**src/rtl/perf_counter_bank.sv**
```systemverilog
// Performance counter bank: per-channel event counters plus a cycle counter,
// with halt freeze, synchronous clear, sticky overflow and registered readout.
module perf_counter_bank #(
    parameter int NUM_CH   = 6,
    parameter int CNT_W    = 32,
    parameter int SATURATE = 1,
    localparam int SEL_W   = $clog2(NUM_CH + 1)
) (
    input  logic              clk,
    input  logic              rst,
    input  logic [NUM_CH-1:0] event_vec,
    input  logic              halt,
    input  logic              clr,
    input  logic              rd_req,
    input  logic [SEL_W-1:0]  rd_sel,
    output logic              rd_valid,
    output logic [CNT_W-1:0]  rd_data,
    output logic [CNT_W-1:0]  cycle_count,
    output logic              halted,
    output logic [NUM_CH:0]   ovf
);

    typedef enum logic {
        RUN,
        HALTED
    } state_t;

    localparam logic [CNT_W-1:0] MAX = {CNT_W{1'b1}};

    state_t             state_q, state_d;
    logic [CNT_W-1:0]   cnt_q [NUM_CH+1];
    logic [CNT_W-1:0]   cnt_d [NUM_CH+1];
    logic [NUM_CH:0]    ovf_q, ovf_d;
    logic [NUM_CH:0]    inc;
    logic               rd_valid_q, rd_valid_d;
    logic [CNT_W-1:0]   rd_data_q, rd_data_d;

    // Slot NUM_CH is the cycle counter, which counts every RUN cycle.
    assign inc = {1'b1, event_vec};

    always_comb begin
        state_d = state_q;
        if (clr) begin
            state_d = RUN;
        end else begin
            unique case (state_q)
                RUN:     if (halt) state_d = HALTED;
                HALTED:  state_d = HALTED;
                default: state_d = RUN;
            endcase
        end
    end

    always_comb begin
        ovf_d = ovf_q;
        for (int i = 0; i <= NUM_CH; i++) begin
            cnt_d[i] = cnt_q[i];
            if (clr) begin
                cnt_d[i] = '0;
                ovf_d[i] = 1'b0;
            end else if (state_q == RUN && inc[i]) begin
                if (cnt_q[i] == MAX) begin
                    cnt_d[i] = (SATURATE != 0) ? MAX : '0;
                    ovf_d[i] = 1'b1;
                end else begin
                    cnt_d[i] = cnt_q[i] + CNT_W'(1);
                end
            end
        end
    end

    // Readout samples pre-update values, so a simultaneous clr returns old data.
    always_comb begin
        rd_valid_d = rd_req;
        rd_data_d  = rd_data_q;
        if (rd_req) begin
            rd_data_d = '0;
            for (int i = 0; i <= NUM_CH; i++) begin
                if (rd_sel == SEL_W'(i)) rd_data_d = cnt_q[i];
            end
        end
    end

    always_ff @(posedge clk or negedge rst) begin
        if (!rst) begin
            state_q    <= RUN;
            ovf_q      <= '0;
            rd_valid_q <= 1'b0;
            rd_data_q  <= '0;
            for (int i = 0; i <= NUM_CH; i++) cnt_q[i] <= '0;
        end else begin
            state_q    <= state_d;
            ovf_q      <= ovf_d;
            rd_valid_q <= rd_valid_d;
            rd_data_q  <= rd_data_d;
            for (int i = 0; i <= NUM_CH; i++) cnt_q[i] <= cnt_d[i];
        end
    end

    assign rd_valid    = rd_valid_q;
    assign rd_data     = rd_data_q;
    assign cycle_count = cnt_q[NUM_CH];
    assign halted      = (state_q == HALTED);
    assign ovf         = ovf_q;

endmodule

```
**config.mk**
```make
export PLATFORM = sky130hd
export DESIGN_NAME = perf_counter_bank
export DESIGN_NICKNAME = d
export VERILOG_FILES = /design/src/rtl/perf_counter_bank.sv
export SDC_FILE = /design/constraint.sdc
export NUM_CORES = 1
export LEC_CHECK = 0
export CAP_MARGIN = 20
export CORE_ASPECT_RATIO = 1.5
export CORE_MARGIN = 2
export CORE_UTILIZATION = 65
export DETAILED_ROUTE_END_ITERATION = 8
export GPL_TIMING_DRIVEN = 0
export PLACE_DENSITY_LB_ADDON = 0.3
export SETUP_SLACK_MARGIN = 0.3
export SYNTH_ARGS = -nofsm -noshare
export SYNTH_HDL_FRONTEND = slang
export SYNTH_SLANG_ARGS = --single-unit
```
**constraint.sdc**
```tcl
create_clock -name clk -period 7.3 [get_ports clk]
set_clock_uncertainty 0.15 [all_clocks]
set_input_delay 1.095 -clock clk [delete_from_list [all_inputs] [get_ports clk]]
set_output_delay 1.095 -clock clk [all_outputs]
set_load 0.03 [all_outputs]
```
==> impl_metrics.toml <==
[status]
status = "finished clean"

[worst_setup_path]
r2r_setup_slack_ns = 3.62
endpoint_kind = "flop"
rr_worst_depth = 8
required_ns = 7.52
cp.arrival_ns = 4.29
reg2reg_from = "halted"
cp_max_fo = 11
cp-start-kind = "primary input"
reg2reg_to = "ovf[1]"
path_class = "primary input to flop"

[yosys]
ys_ff_latch = 265
ys_async_sr_fraction_pct = 100
synth_cell_types = 61
ys_warn_count = 0
syn-num-nets = 1715
ys_seq_area_share_pct = 43.3
synth_area_um2 = 15300
ys.flop_type = "dfrtp_1"
synth_edf_count = 0
avgSynthCellArea_um2 = 9.04
syn_inst = 1694

[final_layout]
final_util_pct = 76.4
final_nets = 1831
area_delta_synth_final_pct = 15.0
register_area_um2 = 6630
fillers = 1643
final_common_cell = "dfrtp_1"
multiInputGateArea_um2 = 7710
final_cell_mix = "dfrtp_1, o21ai_0, nor2_1"
drive_above_1_share_pct = 7.49

[power_and_ir_drop]
internal_power_uw = 2480
power.density_nw_per_um2 = 187
combPwrFrac_pct = 7.5
switchingPower_uw = 813
clockPowerShare_pct = 46.7
swShare_pct = 24.7
ir_drop_mv = 0.201
leakage_uw = 0.00678
seq_power_share_pct = 45.8

[grt]
overflow = 0
first_global_vias = 14073
grt_max_degree = 118
grt_first_pass_wirelength_mm = 79.2
grt_util_all_layers_pct = 42.3
antenna_found_initial = 2

[die]
top_level_ports = 87
start_util_pct = 66.4
dieHeight_um = 192
fp.coreArea_um2 = 23100
die-area_um2 = 24800
row_count = 68
die_w_um = 129

[clock_network]
cts_hold_buf = 0
htree_levels = 1
numCtsBuffers = 27
path_clk_slew_ns = 0.07
cts-root-buf = "clkbuf_16"
cts_buffer_depth = 3
cts_resized = 0
clk_latency_ns = 0.56
clock-sinks = 265
cts_tree = "yes"
postCtsSetupRepairBufs = 0

[placed_design]
hpwl_mm = 37.9
gp_congestion = 1.08
io_buffers = 84
place_ws_ns = 2.93

[routing]
wire_per_inst_um = 24.1
drt_pass1_iterations = 8
routed_wl_mm = 51.8
drtIter0Drc = 1409
ant_nets = 0
vias = 14556
via_per_inst = 6.78
drc = 0

[timing]
worst_pin_slew_ns = 1.13
min_period_ns = 4.07
max_freq_mhz = 246
fin_crit_sh_pct = 55.7
maxSlewHeadroom_pct = 24.1
rsz0062_at_grt = "false"
setup_viol = 0
final_max_slew_viol_count = 0
fin_ws_ns = 3.23
final_hold_viol_count = 0

[worst_hold_path]
hold_class = "primary input to asynchronous set/reset pin"

[flow_run]
cap_violations = 0
logic make-up after synthesis:
group           after synthesis  share of synthesized area (%)
mux                          48                           3.40
xor+xnor                    162                           9.27
compound gates              421                           17.2
buf+inv                     224                           6.40
flops                       265                           43.3
simple gates                567                           19.8
fa+ha+maj                     7                          0.572
layout make-up:
type | instances | share of cell area [%]
repair buffers | 87 | 5.15
clock buffers | 36 | 4.43
plain buffers | 149 | 3.97
clock inverters | 13 | 1.16
flip-flops and latches | 265 | 37.7
inverters | 75 | 1.60
well taps | 315 | 2.24
multi-input cells | 1205 | 43.8
diodes | 2 | 0.0284
synthesized netlist by cell type (3+ instances only):
master	n	area share, %
xnor2_1	89	5.1
o22ai_1	30	1.2
buf_4	32	1.6
ha_1	7	0.57
mux2_2	32	2.4
and3b_1	3	0.17
a211oi_1	8	0.39
o221ai_1	32	1.8
buf_2	3	0.098
o21bai_1	5	0.25
and3_1	32	1.3
or2_2	4	0.16
nand3_1	76	2.5
xor2_1	73	4.2
a31oi_1	11	0.45
nand4b_1	5	0.29
dfrtp_1	265	43
nand2_1	69	1.7
mux2i_1	16	1.0
a22oi_1	60	2.9
nand4_1	69	2.8
o21ai_0	216	7.1
and2_1	6	0.25
a221oi_2	5	0.49
nor4b_1	3	0.17
buf_1	11	0.27
a21oi_1	20	0.65
inv_1	75	1.8
a311oi_1	11	0.63
nor4_1	31	1.3
nand2b_1	7	0.29
a41o_1	4	0.26
or3_1	10	0.41
nand3b_1	6	0.29
a41oi_1	4	0.23
clkbuf_1	101	2.5
and4_1	21	1.2
nor2_1	126	3.1
nor3_1	62	2.0
or4_1	10	0.49
nor2b_1	14	0.57
registers in the layout, indices dropped and copies added, names as in the netlist:
| name | count |
|---|---|
| cnt_q | 192 |
| cycle_count | 32 |
| rd_data | 32 |
| ovf | 7 |
| halted | 1 |
| rd_valid | 1 |
power by group through the flow:
stage / clock, uW / sequential (uW) / combinational (uW)
final: 1540 / 1510 / 246
after global routing: 1600 / 1510 / 264
after CTS: 1540 / 1510 / 242
after detailed placement: 0 / 1540 / 241
after global placement: 0 / 1540 / 232
after floorplan: 0 / 1550 / 101
worst max-delay path, cell delays in order:
cell      delay [ns]
clkbuf_1        0.78
clkbuf_1        0.82
clkbuf_1        0.54
clkbuf_1        0.90
nor3_1          0.14
worst max path at each step:
stage,to,cells after the start,from,slack (ns)
2_1_floorplan,cnt_q[100],7,event_vec[3],4.49
3_3_place_gp,cnt_q[68],1,rst,-6.23
3_5_place_dp,cnt_q[223],7,clr,2.93
4_1_cts,cnt_q[223],7,clr,3.48
5_1_grt,cycle_count[31],5,clr,3.33
6_report,cnt_q[124],5,clr,3.23
metrics by stage:
step	power, uW	TNS [ns]	hold slack, ns	area, um2	std cells
final	3300	0	0.280	17600	2147
after global routing	3370	0	0.302	17600	2145
after CTS	3290	0	0.286	17600	2144
after detailed placement	1780	0	0.358	16600	2095
after global placement	1770	-1643.03	0.340	16500	2093
after floorplan	1650	0	0.334	15300	1694
per-layer routing:
layer  track usage [%]  vias to the layer above  share of wire (%)
met5                 0                        -                  0
met2              67.7                      936                 46
met4              33.4                        0                9.8
met3              7.55                      278                9.4
met1              49.7                     6945                 34
li1                  -                     6397                  -
Note: power is estimated with default switching activity, not from simulation.
